<file path="config.mk">
export PLATFORM = sky130hd
export DESIGN_NAME = gemm_operand_fetch
export DESIGN_NICKNAME = d
export VERILOG_FILES = /design/src/rtl/gemm_operand_fetch.sv
export SDC_FILE = /design/constraint.sdc
export NUM_CORES = 1
export LEC_CHECK = 0
export BUFFER_PORTS_ARGS = -buffer_cell sky130_fd_sc_hd__buf_4
export CAP_MARGIN = 40
export CORE_UTILIZATION = 64
export CTS_CLUSTER_DIAMETER = 30
export DETAILED_ROUTE_END_ITERATION = 12
export PLACE_DENSITY = 0.87
export SETUP_SLACK_MARGIN = 0.02
export SYNTH_ARGS = -nofsm -noshare
export SYNTH_HDL_FRONTEND = slang
export SYNTH_SLANG_ARGS = --single-unit
</file>
<file path="constraint.sdc">
create_clock -name clk -period 11.4 [get_ports clk]
set_input_delay 0.57 -clock clk [delete_from_list [all_inputs] [get_ports clk]]
set_output_delay 0.57 -clock clk [all_outputs]
set_load 0.005 [all_outputs]
</file>
<file path="src/rtl/gemm_operand_fetch.sv">
// GEMM operand fetch: walks i/j/k over A and B SRAMs and streams operand pairs through a 2-entry FIFO.
// Optional GEMM_FETCH_PERF_EN adds a saturating stall_cycles counter output.
module gemm_operand_fetch #(
    parameter int ADDR_WIDTH = 16,
    parameter int DATA_WIDTH = 32
) (
    input  logic                  clk,
    input  logic                  reset,
    input  logic                  in_valid,
    input  logic [7:0]            M_dimmension,
    input  logic [7:0]            K_dimmension,
    input  logic [7:0]            N_dimmension,
    output logic                  busy,
    output logic                  read_enable_A,
    output logic [ADDR_WIDTH-1:0] address_A,
    input  logic [DATA_WIDTH-1:0] data_out_A,
    output logic                  read_enable_B,
    output logic [ADDR_WIDTH-1:0] address_B,
    input  logic [DATA_WIDTH-1:0] data_out_B,
    output logic                  op_valid,
    input  logic                  op_ready,
    output logic [DATA_WIDTH-1:0] op_a,
    output logic [DATA_WIDTH-1:0] op_b,
    output logic [7:0]            op_row,
    output logic [7:0]            op_col,
    output logic                  op_last,
`ifdef GEMM_FETCH_PERF_EN
    output logic [31:0]           stall_cycles,
`endif
    output logic                  done
);

    typedef enum logic [1:0] {IDLE, ISSUE, DRAIN, DONE} state_t;
    state_t state, state_nxt;

    logic [7:0] m_dim, k_dim, n_dim;
    logic [7:0] i_cnt, j_cnt, k_cnt;
    logic       rd_pend, pend_last;
    logic [7:0] pend_row, pend_col;

    logic [DATA_WIDTH-1:0] fifo_a [2];
    logic [DATA_WIDTH-1:0] fifo_b [2];
    logic [7:0]            fifo_row [2];
    logic [7:0]            fifo_col [2];
    logic                  fifo_last [2];
    logic                  wr_ptr, rd_ptr;
    logic [1:0]            count;

    logic start, zero_dim, issue, last_issue, xfer, bypass, pop_fifo, push, final_xfer;

    assign start      = (state == IDLE) && in_valid;
    assign zero_dim   = (M_dimmension == 8'd0) || (K_dimmension == 8'd0) || (N_dimmension == 8'd0);
    // Reads in flight count against FIFO space so returning data always has a slot.
    assign issue      = (state == ISSUE) && ((count + {1'b0, rd_pend}) < 2'd2);
    assign last_issue = issue && (i_cnt == m_dim - 8'd1) && (j_cnt == n_dim - 8'd1)
                        && (k_cnt == k_dim - 8'd1);

    assign op_valid   = (count != 2'd0) || rd_pend;
    assign xfer       = op_valid && op_ready;
    // With an empty FIFO the returning read is presented directly; it is only stored if not taken.
    assign bypass     = xfer && (count == 2'd0);
    assign pop_fifo   = xfer && (count != 2'd0);
    assign push       = rd_pend && !bypass;
    assign final_xfer = xfer && op_last && (op_row == m_dim - 8'd1) && (op_col == n_dim - 8'd1);

    always_comb begin
        op_a    = '0;
        op_b    = '0;
        op_row  = '0;
        op_col  = '0;
        op_last = 1'b0;
        if (count != 2'd0) begin
            op_a    = fifo_a[rd_ptr];
            op_b    = fifo_b[rd_ptr];
            op_row  = fifo_row[rd_ptr];
            op_col  = fifo_col[rd_ptr];
            op_last = fifo_last[rd_ptr];
        end else if (rd_pend) begin
            op_a    = data_out_A;
            op_b    = data_out_B;
            op_row  = pend_row;
            op_col  = pend_col;
            op_last = pend_last;
        end
    end

    always_comb begin
        state_nxt     = state;
        busy          = (state != IDLE);
        done          = (state == DONE);
        read_enable_A = issue;
        read_enable_B = issue;
        address_A     = '0;
        address_B     = '0;
        if (state == ISSUE) begin
            address_A = ADDR_WIDTH'(i_cnt) * ADDR_WIDTH'(k_dim) + ADDR_WIDTH'(k_cnt);
            address_B = ADDR_WIDTH'(k_cnt) * ADDR_WIDTH'(n_dim) + ADDR_WIDTH'(j_cnt);
        end
        case (state)
            IDLE:    if (start) state_nxt = zero_dim ? DONE : ISSUE;
            ISSUE:   if (last_issue) state_nxt = DRAIN;
            DRAIN:   if (final_xfer) state_nxt = DONE;
            DONE:    state_nxt = IDLE;
            default: state_nxt = IDLE;
        endcase
    end

    always_ff @(posedge clk) begin
        if (reset) begin
            state     <= IDLE;
            m_dim     <= '0;
            k_dim     <= '0;
            n_dim     <= '0;
            i_cnt     <= '0;
            j_cnt     <= '0;
            k_cnt     <= '0;
            rd_pend   <= 1'b0;
            pend_row  <= '0;
            pend_col  <= '0;
            pend_last <= 1'b0;
        end else begin
            state   <= state_nxt;
            rd_pend <= issue;
            if (start) begin
                m_dim <= M_dimmension;
                k_dim <= K_dimmension;
                n_dim <= N_dimmension;
                i_cnt <= '0;
                j_cnt <= '0;
                k_cnt <= '0;
            end else if (issue) begin
                if (k_cnt == k_dim - 8'd1) begin
                    k_cnt <= '0;
                    if (j_cnt == n_dim - 8'd1) begin
                        j_cnt <= '0;
                        i_cnt <= i_cnt + 8'd1;
                    end else begin
                        j_cnt <= j_cnt + 8'd1;
                    end
                end else begin
                    k_cnt <= k_cnt + 8'd1;
                end
            end
            if (issue) begin
                pend_row  <= i_cnt;
                pend_col  <= j_cnt;
                pend_last <= (k_cnt == k_dim - 8'd1);
            end
        end
    end

    always_ff @(posedge clk) begin
        if (reset) begin
            count  <= '0;
            wr_ptr <= 1'b0;
            rd_ptr <= 1'b0;
            for (int e = 0; e < 2; e++) begin
                fifo_a[e]    <= '0;
                fifo_b[e]    <= '0;
                fifo_row[e]  <= '0;
                fifo_col[e]  <= '0;
                fifo_last[e] <= 1'b0;
            end
        end else begin
            if (push) begin
                fifo_a[wr_ptr]    <= data_out_A;
                fifo_b[wr_ptr]    <= data_out_B;
                fifo_row[wr_ptr]  <= pend_row;
                fifo_col[wr_ptr]  <= pend_col;
                fifo_last[wr_ptr] <= pend_last;
                wr_ptr            <= ~wr_ptr;
            end
            if (pop_fifo) rd_ptr <= ~rd_ptr;
            case ({push, pop_fifo})
                2'b10:   count <= count + 2'd1;
                2'b01:   count <= count - 2'd1;
                default: count <= count;
            endcase
        end
    end

`ifdef GEMM_FETCH_PERF_EN
    always_ff @(posedge clk) begin
        if (reset || start) begin
            stall_cycles <= '0;
        end else if (op_valid && !op_ready && (stall_cycles != 32'hFFFF_FFFF)) begin
            stall_cycles <= stall_cycles + 32'd1;
        end
    end
`endif

endmodule

</file>
## Word level (Yosys, flattened, before mapping)

Memories as Yosys holds them, arrays and structs flattened. A register that Yosys moved wholly into a read port is not among the register bits.
Index checks and enable logic that the tools add are counted.

- $add $sub $neg: 11
- Multipliers: 2
- Div/mod/pow operators: 0
- $lt $le $gt $ge: 1
- Eq/ne operators: 13
- Shifts and indexed selects: 0
- Mux-type cells: 50
- Bitwise logic cells: 2
- Reduce and logical (&&, ||, !) cells: 33

Operator list:

| cell | number |
|---|---|
| 32-bit two-way mux | 6 |
| 8-bit two-way mux | 8 |
| 32-bit OR reduction | 2 |
| 8-bit equality test | 5 |
| 16-bit by 8-bit adder with 16-bit output | 2 |
| 8-bit by 8-bit multiplier with 16-bit output | 2 |
| 16-bit two-way mux | 2 |
| 1-bit two-way mux | 28 |
| 8-bit by 1-bit adder with 8-bit output, second input constant | 3 |
| 8-bit zero test | 3 |
| 8-bit by 1-bit subtractor with 8-bit output, second input constant | 3 |
| 8-bit OR reduction | 2 |
| 1-bit logical AND | 12 |
| 2-bit two-way mux | 4 |
| 2-bit one-hot mux with 4 select lines | 1 |
| 2-bit equality test, second input constant | 3 |
| 2-bit != test, second input constant | 3 |
| 3-bit AND reduction | 2 |
| 2-bit nonzero test | 3 |
| 2-bit by 1-bit equality test with 1-bit output, second input constant | 2 |
| 2-bit zero test | 2 |
| 2-bit one-hot mux with 2 select lines | 1 |
| 1-bit logical OR | 3 |
| 2-bit by 1-bit adder with 2-bit output | 1 |
| other kinds (8) | 9 |

- Register bits after elaboration: 72
- Bits in latches: 0
- Memory bits (writable): 162
- Memory bits (read-only): 0
- Input port bits: 92
- Output and inout bits: 118
- Word-level logic and storage cells: 131
- Memories kept: 5

Memories:

| memory | words | bits a word | rd ports | clocked after Yosys merged registers in | wr ports | RTL line | source |
|---|---|---|---|---|---|---|---|
| fifo_a | 2 | 32 | 1 | 1 | 2 | 41 | `logic [DATA_WIDTH-1:0] fifo_a [2];` |
| fifo_b | 2 | 32 | 1 | 1 | 2 | 42 | `logic [DATA_WIDTH-1:0] fifo_b [2];` |
| fifo_col | 2 | 8 | 1 | 1 | 2 | 44 | `logic [7:0] fifo_col [2];` |
| fifo_row | 2 | 8 | 1 | 1 | 2 | 43 | `logic [7:0] fifo_row [2];` |
| fifo_last | 2 | 1 | 1 | 1 | 2 | 45 | `logic fifo_last [2];` |

## Logic depth before layout (Yosys ltp)

Gate-level depths: netlist (run 1).

- Depth in word-level cells: 11
- Depth in mapped cells: 21
- Mapped depth without buffers: 19

## Worst setup path after synthesis (run 1)

OpenSTA, ideal clock, no wires.

- Path type: reg-to-reg
- Start point: register count[0]
- End point: memory fifo_a[0][0], enable pin
- Arrival time: 6642 ps
- Data required time: 10768 ps
- Setup slack: 4126 ps
- Cell stages (with the launch flop): 7
- Buffers on the path: 2
- Period minus slack after synthesis: 7274 ps
- Cells stage by stage: dfxtp_1 > buf_2 > nor2_1 > buf_2 > nand2_1 > nand2_1 > o21ai_0

RTL lines:

| what | RTL line | source |
|---|---|---|
| from (decl) | 47 | `logic [1:0] count;` |
| from (signal assigned) | 175 | `2'b10: count <= count + 2'd1;` |
| from (signal assigned) | 176 | `2'b01: count <= count - 2'd1;` |
| from (signal assigned) | 177 | `default: count <= count;` |
| to (decl) | 41 |  |

## Worst setup path in the final report (run 1)

- Start point: register k_cnt[6]
- End point: output port address_A[15]

- Word-level cells in the longest chain between the ends: 2

Ends and longest elaborated chain:

| what | RTL line | source |
|---|---|---|
| from (decl) | 37 | `logic [7:0] i_cnt, j_cnt, k_cnt;` |
| from (signal assigned) | 141 | `k_cnt <= k_cnt + 8'd1;` |
| 16-bit by 8-bit adder with 16-bit output | 96 | `address_A = ADDR_WIDTH'(i_cnt) * ADDR_WIDTH'(k_dim) + ADDR_WIDTH'(k_cnt);` |
| 16-bit two-way mux | 95 | `if (state == ISSUE) begin` |
| to (decl) | 15 | `output logic [ADDR_WIDTH-1:0] address_A,` |

Every way passes these cells.

==> results.sh, run 1 <==
export IMPL_syn_area_per_cell_sq_um=9.76
export IMPL_hp_start="N_dimmension[5]"
export IMPL_grt_max_degree=87
export IMPL_cap_viol_max_count=0
export IMPL_holdPathStages=3
export IMPL_clock_skew_ns=0.0119
export IMPL_synth_top_family_by_area="simple AND/OR/NAND/NOR gates"
export IMPL_min_to="n_dim[5]"
export IMPL_netlist_area_sq_mm=0.0164
export IMPL_first_global_vias=13200
export IMPL_setup_tns_ns=0
export IMPL_synth_xor_area_share_pct=5.32
export IMPL_io_pins=210
export IMPL_r2r_end="i_cnt[6]"
export IMPL_pwr_share_comb_pct=30.7
export IMPL_drtPass1Iterations=5
export IMPL_cp_data_required_time_ns=10.83
export IMPL_antenna_left=0
export IMPL_area_growth_pct=19.9
export IMPL_cts_tree="done"
export IMPL_yosys_area_share_simple_pct=20.7
export IMPL_synth_edf_count=162
export IMPL_cp_start_kind="register"
export IMPL_p_sw_mw=1.19
export IMPL_grt_overflow_total=0
export IMPL_grt_antenna_before_repair=0
export IMPL_dieArea_sq_mm=0.0263
export IMPL_fin_nets=2110
export IMPL_wl_per_cell_um=18.0
export IMPL_cts_setup_buffers=0
export IMPL_netlist_area_leader_share_pct=29.6
export IMPL_post_dp_hpwl_um=26900
export IMPL_timing_hold_ws_ns=0.299
export IMPL_grt_pass1_wl_um=65100
export IMPL_drt_total_wl_um=39900
export IMPL_clockBufferDepth=3
export IMPL_muxShareOfSynthArea_pct=5.12
export IMPL_path_buf_inv=5
export IMPL_yosys_cell_types_count=63
export IMPL_holdBufCountCts=0
export IMPL_via_count=12900
export IMPL_grt_usage_pct=31.0
export IMPL_drive_gt1_share_pct=17.4
export IMPL_cp_top_family="adder cells"
export IMPL_status="completed"
export IMPL_crit_slowest_cell="dfxtp_1"
export IMPL_timing_fmax_mhz=158
export IMPL_netlist_top_cells_area="edfxtp_1 (30%), fa_1 (11%), and2_1 (9.5%)"
export IMPL_finalHoldViolCount=0
export IMPL_ys_flop_type="edfxtp_1"
export IMPL_clock_latency_ns=0.53
export IMPL_crit_type="register to primary output"
export IMPL_r2r_start="count[0]"
export IMPL_crit_chain="inv_1, fa_1, inv_1, fa_1, inv_1, fa_1, fa_1, inv_1, ha_1, a21oi_1, nor2b_1, o21a_1, o41ai_1, o21ai_0, a31oi_1, mux2i_1, buf_4"
export IMPL_start_util_pct=65.3
export IMPL_place_area_sq_mm=0.0182
export IMPL_slowest_delay_ns=0.76
export IMPL_hold_path_class="input port to register"
export IMPL_design_area_sq_mm=0.0197
export IMPL_die_x_um=162
export IMPL_powerDensity_mw_per_mm2=177
export IMPL_syn_nets=1950
export IMPL_rsz0062_at_grt="false"
export IMPL_ff2ff_setup_slack_ns=7.81
export IMPL_sw_frac_of_total_pct=34.1
export IMPL_post_route_period_util_pct=55.7
export IMPL_fp_coreArea_sq_mm=0.0252
export IMPL_end_kind="primary output"
export IMPL_clock_sinks=235
export IMPL_die_h_um=162
export IMPL_synth_common_cells="and2_1 (250), edfxtp_1 (162), nand2_1 (162)"
export IMPL_synth_most_common_cell="and2_1"
export IMPL_root_buffer="clkbuf_16"
export IMPL_synthCells=1686
export IMPL_worst_r2r_path_depth=9
export IMPL_power_share_sequential_pct=31.4
export IMPL_yosysTopAreaCell="edfxtp_1"
export IMPL_clkPwrFrac_pct=37.9
export IMPL_p_int_mw=2.30
export IMPL_antenna_cells=0
export IMPL_drc=0
export IMPL_ys_seq_area_share_pct=38.5
export IMPL_asyncSetResetFlopFracSynth_pct=0
export IMPL_via_per_inst=5.81
export IMPL_final_max_slew_viol_count=0
export IMPL_synth_seq_cells=235
export IMPL_portBuffers=209
export IMPL_tightest_slew_ns=0.962
export IMPL_synth_warnings=0
export IMPL_setup_viol=0
export IMPL_max_slew_margin_pct=35.8
export IMPL_cts_made_buffers=46
export IMPL_cp_max_fo=19
export IMPL_p_leak_nw=8.51
export IMPL_fin_util_pct=78.3
export IMPL_clk_pin_slew_worst_paths_ns=0.05
export IMPL_irDropWorstVdd_uv=150
export IMPL_drtIter0Drc=1038
export IMPL_yosys_area_share_adder_pct=17.1
export IMPL_htree_levels=2
export IMPL_cts_resized=0
export IMPL_arrival_ns=5.77
export IMPL_period_needed_ns=6.34
export IMPL_rows=58
export IMPL_gp_congestion=0.878
export IMPL_synth_compound_area_share_pct=7.23
worst reg2reg max path, cell delays in order, from the launching register on:
cell and delay [ns]:
dfxtp_1 0.65, a21boi_0 0.19, nand3b_2 0.54, inv_2 0.53, nand3_1 0.26, a2111oi_4 0.45
and3_1 0.42, nand4_1 0.18, xor2_1 0.19, nor2_1 0.05
per-layer routing:
metal / up-vias / wire length, um / GRT usage (%)
li1: 5950 / - / -
met1: 6268 / 16200 / 39.6
met2: 532 / 19200 / 52.2
met3: 104 / 3150 / 5.67
met4: 0 / 1310 / 12.5
met5: - / 0 / 0
power by group through the flow:
| stage | clock network [mW] | registers (mW) | logic, mW |
|---|---|---|---|
| 2_1_floorplan | 0 | 1.04 | 0.700 |
| 3_3_place_gp | 0 | 1.10 | 1.01 |
| 4_1_cts | 1.33 | 1.10 | 1.07 |
| 5_1_grt | 1.37 | 1.11 | 1.16 |
| 3_5_place_dp | 0 | 1.11 | 1.05 |
| 6_report | 1.32 | 1.10 | 1.07 |
cell type report:
class	count	area, sq um
Sequential cell	235	6330
Timing Repair Buffer	222	1720
Tap cell	330	413
Multi-Input combinational cell	1194	9160
Inverter	147	552
Fill cell	1622	5470
Clock inverter	35	357
Clock buffer	50	1190
through the flow:
| step | power [mW] | setup WS (ns) | std cells |
|---|---|---|---|
| finish | 3.49 | 5.06 | 2213 |
| global route | 3.64 | 4.72 | 2213 |
| CTS | 3.50 | 5.03 | 2213 |
| detailed placement | 2.16 | 5.62 | 2128 |
| global placement | 2.12 | 5.69 | 2125 |
| floorplan | 1.74 | 4.13 | 1686 |
placed cells by master, fill, tap and decap left out, types with 4 or more instances in the layout:
| cell | Yosys | routed |
|---|---|---|
| nand2b_1 | 5 | 5 |
| o21ai_0 | 81 | 80 |
| buf_4 | 5 | 219 |
| xnor2_1 | 53 | 53 |
| fa_1 | 88 | 88 |
| nor3_1 | 18 | 17 |
| nor2_1 | 69 | 68 |
| inv_1 | 146 | 146 |
| a21oi_1 | 72 | 72 |
| nand3_1 | 79 | 79 |
| nand4_1 | 13 | 13 |
| dfxtp_1 | 73 | 71 |
| xnor3_1 | 5 | 5 |
| clkbuf_16 | 0 | 46 |
| ha_1 | 84 | 84 |
| clkinv_4 | 0 | 5 |
| a211oi_1 | 8 | 8 |
| and2_1 | 250 | 250 |
| inv_6 | 0 | 7 |
| and3_1 | 6 | 6 |
| a21o_1 | 7 | 7 |
| nor2b_1 | 5 | 5 |
| mux2i_1 | 83 | 83 |
| a21oi_2 | 4 | 4 |
| bufinv_16 | 0 | 4 |
| nor4_1 | 9 | 9 |
| clkinv_2 | 0 | 10 |
| nand2_1 | 162 | 162 |
| xor2_1 | 34 | 34 |
| or3_1 | 7 | 7 |
| edfxtp_1 | 162 | 162 |
cell families after synthesis:
group / after synthesis
XOR/XNOR: 92
multiplexers: 84
adder cells (fa/ha/maj): 172
AO/OA/AOI/OAI: 199
buffers and inverters: 257
AND/OR/NAND/NOR: 647
flip-flops: 235
registers in the layout (all words and copies together) (netlist names), 2 cells and up, named ones only:
register	count
fifo_a	64
fifo_b	64
fifo_col	16
fifo_row	16
i_cnt	8
j_cnt	8
k_cnt	8
k_dim	8
m_dim	8
n_dim	8
pend_col	8
pend_row	8
count	2
fifo_last	2
state	2
worst max path at each step:
stage	to	startpoint	depth (start not counted)	slack [ns]
final	address_A[15]	k_cnt[6]	17	5.06
after global routing	address_A[15]	k_cnt[6]	17	4.72
after CTS	address_A[15]	k_cnt[6]	17	5.03
after detailed placement	address_A[15]	k_cnt[6]	17	5.62
after global placement	address_A[15]	k_cnt[6]	17	5.69
after floorplan	fifo_a[0][0]	count[0]	6	4.13
No activity file was read; power rests on OpenSTA's default activity.
==> run 2: changes to the inputs <==
- CORE_UTILIZATION: 64 -> 60
- PLACE_DENSITY: 0.87 -> 0.82
- clock period: 11.4 -> 5.9 ns (I/O delays scaled with it)
==> run 2 against run 1 <==
  * Critical path depth up 2
  * Clock skew up 0.014 ns
  * Critical endpoint unchanged
  * Core utilization down 4.8 points
  * Non-clock buffer count up 7
  * Sequential share of layout area down 0.086 points
  * First-iteration DRC count up 0.29%
  * Cell area up 0.51%
  * Flip-flop and latch count unchanged
  * Worst hold slack worse by 0.27 ns
  * Final cell count up 0.81%
  * Count of clock-buffer cells in the layout up 14
==> results.sh, run 2 (same netlist as run 1, synthesis figures left out) <==
export IMPL_grt_overflow_total=0
export IMPL_dieArea_sq_mm=0.0281
export IMPL_design_area_sq_mm=0.0198
export IMPL_finalHoldViolCount=0
export IMPL_largestRegisters="fifo_a: 64 flops, fifo_b: 64 flops"
export IMPL_grt_pass1_wl_um=66000
export IMPL_n_fill_cell=1931
export IMPL_hold_path_class="input port to register"
export IMPL_period_needed_ns=5.62
export IMPL_via_per_inst=5.69
export IMPL_arrival_ns=5.33
export IMPL_htree_levels=2
export IMPL_post_route_period_util_pct=95.3
export IMPL_cp_data_required_time_ns=5.61
export IMPL_drive_gt1_share_pct=18.4
export IMPL_clock_skew_ns=0.0263
export IMPL_drc=0
export IMPL_antenna_left=0
export IMPL_max_slew_margin_pct=41.3
export IMPL_drtIter0Drc=1041
export IMPL_die_h_um=168
export IMPL_grt_usage_pct=29.3
export IMPL_drtPass1Iterations=5
export IMPL_clock_latency_ns=0.54
export IMPL_holdBufCountCts=0
export IMPL_irDropWorstVdd_uv=336
export IMPL_cts_made_buffers=46
export IMPL_wl_per_cell_um=18.0
export IMPL_io_pins=210
export IMPL_tightest_slew_ns=0.880
export IMPL_end_kind="primary output"
export IMPL_via_count=12700
export IMPL_cts_setup_buffers=0
export IMPL_rows=60
export IMPL_post_dp_hpwl_um=27700
export IMPL_powerDensity_mw_per_mm2=341
export IMPL_gp_congestion=0.897
export IMPL_clockBufferDepth=3
export IMPL_timing_fmax_mhz=178
export IMPL_cts_tree="done"
export IMPL_timing_hold_ws_ns=0.0302
export IMPL_cap_viol_max_count=0
export IMPL_final_max_slew_viol_count=0
export IMPL_clock_sinks=235
export IMPL_die_x_um=168
export IMPL_setup_tns_ns=0
export IMPL_area_growth_pct=20.5
export IMPL_cp_max_fo=14
export IMPL_portBuffers=209
export IMPL_fin_nets=2117
export IMPL_place_area_sq_mm=0.0182
export IMPL_antenna_cells=0
export IMPL_p_leak_nw=8.56
export IMPL_drt_total_wl_um=40100
export IMPL_fp_coreArea_sq_mm=0.0270
export IMPL_rsz0062_at_grt="false"
export IMPL_status="completed"
export IMPL_clk_pin_slew_worst_paths_ns=0.05
export IMPL_root_buffer="clkbuf_16"
export IMPL_first_global_vias=13100
export IMPL_layout_commonest_cell="and2_1"
export IMPL_cp_start_kind="register"
export IMPL_grt_max_degree=82
export IMPL_crit_type="register to primary output"
export IMPL_grt_antenna_before_repair=0
export IMPL_setup_viol=0
export IMPL_layout_common_cells="and2_1 (250), buf_4 (228), nand2_1 (162), edfxtp_1 (162), inv_1 (146)"
export IMPL_start_util_pct=61.0
## run 2: changes by cell type in the layout (fill, tap and decap cells not counted), sizes merged
cell	previous run	this run
clkinvlp	3	6
clkinv	19	11
inv	156	148
bufinv	4	3
clkbuf	50	64
buf	222	229
## run 2: layer usage
layer	wire length [um]	global-route usage (%)	vias to the layer above
li1	-	-	5978
met1	17100	38.3	6157
met2	19500	50.1	469
met3	2350	4.40	89
met4	1170	9.69	0
met5	0	0	-
## run 2: final cells by class
class	count	area [sq um]	share of cell area, %
clock inverters	21	225	1.14
well taps	341	427	2.15
repair buffers	229	1730	8.74
multi-input cells	1194	9170	46.3
inverters	147	552	2.78
clock buffers	64	1360	6.87
flip-flops and latches	235	6350	32.0
## run 2: metrics by stage
stage / utilization (%) / power [mW] / std cells / setup WS (ns)
2_1_floorplan: - / 3.36 / 1686 / 0.813
3_3_place_gp: 67.4 / 4.12 / 2145 / 0.628
3_5_place_dp: 67.5 / 4.18 / 2146 / 0.550
4_1_cts: 73.4 / 6.77 / 2231 / 0.0528
5_1_grt: 73.5 / 7.04 / 2231 / 0.0121
6_report: 73.5 / 6.75 / 2231 / 0.276
## run 2: path summary, 6_finish.rpt
kind | end | depth (start not counted) | slack, ns | from
worst max-delay path | address_A[15] | 19 | 0.28 | i_cnt[3]
worst min-delay path | n_dim[4] | 3 | 0.03 | N_dimmension[4]
worst max register to register | i_cnt[5] | 10 | 2.09 | state[1]
worst min register to register | pend_col[3] | 2 | 0.48 | pend_col[3]
## run 2: what timing repair did
action                     CTS  global route
resized for setup            1            13
setup endpoints to repair    1             6
hold endpoints to repair     0             0
gates cloned                 0             0
## run 2: power breakdown
group          switching (mW)  internal (mW)  total [mW]
registers               0.185           1.92        2.11
logic                    1.21          0.854        2.07
clock network           0.841           1.74        2.58
## run 2: worst max-delay path, stage by stage (launching register included)
cell and delay [ns]:
dfxtp_2 0.49, nand2_1 0.13, fa_1 0.52, inv_1 0.04, ha_1 0.27, ha_1 0.27
inv_1 0.04, fa_1 0.47, inv_1 0.05, ha_1 0.21, fa_1 0.47, a21o_1 0.20
a21oi_1 0.22, nor2b_1 0.10, o21a_1 0.22, o41ai_2 0.31, o21ai_0 0.23, a31oi_1 0.24
mux2i_1 0.21, buf_4 0.13
==> run 3: changes to the inputs <==
- CELL_PAD_IN_SITES_DETAIL_PLACEMENT: not set -> 0
- CELL_PAD_IN_SITES_GLOBAL_PLACEMENT: not set -> 1
- CORE_UTILIZATION: 60 -> 50
- PLACE_DENSITY: 0.82 -> not set
- PLACE_DENSITY_LB_ADDON: not set -> 0.1
- clock period: 5.9 -> 7 ns (I/O delays scaled with it)
==> run 3 against run 2 <==
  * Wire length is 2.9% lower
  * Final cell count is 4.7% higher
  * Total power is 13% lower
  * Non-clock buffer count is 6 lower
  * Sequential power is 15% lower
  * Clock skew is 0.0053 ns lower
  * Worst hold slack better by 0.028 ns
  * Count of clock-buffer cells in the layout is 7 lower
  * Largest power group unchanged
  * Highest routed layer unchanged
==> results.sh, run 3 (same netlist as run 1, synthesis figures left out) <==
export IMPL_rsz0062_at_grt="false"
export IMPL_via_per_inst=5.24
export IMPL_drc=0
export IMPL_drtIter0Drc=595
export IMPL_root_buffer="clkbuf_16"
export IMPL_drive_gt1_share_pct=17.7
export IMPL_cts_resized=0
export IMPL_p_leak_nw=8.59
export IMPL_cp_start_kind="register"
export IMPL_gp_congestion=0.826
export IMPL_clock_latency_ns=0.55
export IMPL_rows=66
export IMPL_grt_overflow_total=0
export IMPL_cp_max_fo=19
export IMPL_drtPass1Iterations=5
export IMPL_regArea_sq_mm=0.00633
export IMPL_area_growth_pct=21.9
export IMPL_largestRegisters="fifo_a: 64 flops, fifo_b: 64 flops"
export IMPL_htree_levels=2
export IMPL_final_max_slew_viol_count=0
export IMPL_worst_slack_ns=0.903
export IMPL_clock_skew_ns=0.0210
export IMPL_fp_coreArea_sq_mm=0.0325
export IMPL_worst_r2r_path_depth=7
export IMPL_period_needed_ns=6.10
export IMPL_tightest_slew_ns=0.812
export IMPL_setup_viol=0
export IMPL_timing_hold_ws_ns=0.0584
export IMPL_holdPathStages=3
export IMPL_fin_nets=2116
export IMPL_via_count=12200
export IMPL_grt_max_degree=87
export IMPL_cts_tree="done"
export IMPL_status="completed"
export IMPL_cts_setup_buffers=0
export IMPL_end_kind="primary output"
export IMPL_crit_type="register to primary output"
export IMPL_grt_usage_pct=23.8
export IMPL_io_pins=210
export IMPL_portBuffers=209
export IMPL_setup_tns_ns=0
export IMPL_arrival_ns=5.75
export IMPL_clockBufferDepth=3
export IMPL_cap_viol_max_count=0
export IMPL_irDropWorstVdd_uv=222
export IMPL_multi_input_area_sq_mm=0.00916
export IMPL_wl_per_cell_um=16.7
export IMPL_first_global_vias=12400
export IMPL_post_dp_hpwl_um=26600
export IMPL_post_route_period_util_pct=87.1
export IMPL_clk_pin_slew_worst_paths_ns=0.05
export IMPL_grt_pass1_wl_um=63400
export IMPL_layout_commonest_cell="and2_1"
export IMPL_antenna_left=0
export IMPL_dieArea_sq_mm=0.0336
export IMPL_clock_sinks=235
export IMPL_drt_total_wl_um=38900
export IMPL_die_x_um=183
export IMPL_pre_cts_slack_ns=1.51
export IMPL_start_util_pct=50.7
export IMPL_timing_fmax_mhz=164
export IMPL_die_h_um=183
export IMPL_holdBufCountCts=0
export IMPL_n_fill_cell=2802
export IMPL_hold_path_class="input port to register"
export IMPL_powerDensity_mw_per_mm2=294
export IMPL_cp_data_required_time_ns=6.65
export IMPL_grt_antenna_before_repair=0
export IMPL_antenna_cells=0
export IMPL_fin_util_pct=61.8
export IMPL_layout_common_cells="and2_1 (250), buf_4 (219), nand2_1 (162), edfxtp_1 (162), inv_1 (146)"
export IMPL_cts_made_buffers=51
export IMPL_finalHoldViolCount=0
export IMPL_max_slew_margin_pct=45.9
run 3: worst max-delay path, stage by stage, from the launching register on:
cell and delay [ns]:
dfxtp_1 0.74, inv_1 0.24, fa_1 0.61, inv_1 0.06, fa_1 0.51, inv_1 0.06, fa_1 0.50, fa_1 0.51
inv_1 0.04, ha_1 0.28, a21oi_1 0.17, nor2b_1 0.08, o21a_1 0.18, o41ai_1 0.42, o21ai_0 0.23, a31oi_1 0.24
mux2i_1 0.21, buf_4 0.13
run 3: power breakdown:
group          internal [mW]  total, mW  switching [mW]
Sequential              1.62       1.80           0.176
Combinational          0.747       1.74           0.991
Clock                   1.58       2.36           0.777
Total                   3.95       5.89            1.94
run 3: metal layers:
layer	share of wire (%)	global-route usage (%)
met5	0	0
met4	2.4	7.53
met3	4.9	3.75
met2	49	41.0
met1	44	30.6
run 3: path summary, 6_finish.rpt:
| kind | start | to | slack, ns |
|---|---|---|---|
| worst max register to register | count[0] | fifo_col[1][2] | 3.26 |
| worst max-delay path | k_cnt[6] | address_A[15] | 0.90 |
| worst min-delay path | K_dimmension[7] | k_dim[7] | 0.06 |
| worst min register to register | m_dim[7] | m_dim[7] | 0.47 |
run 3: stage by stage:
stage               cell area [sq um]  std cells  power [mW]
floorplan                       16400       1686        2.83
global placement                18200       2237        3.51
detailed placement              18300       2241        3.57
CTS                             20100       2335        5.95
global route                    20100       2335        6.19
finish                          20100       2335        5.89
run 3: final cells by class:
cell class	count	share of cell area (%)
Inverter	147	2.75
Timing Repair Buffer	223	8.68
Clock inverter	37	2.02
Clock buffer	57	6.58
Tap cell	442	2.76
Multi-Input combinational cell	1194	45.6
Sequential cell	235	31.6
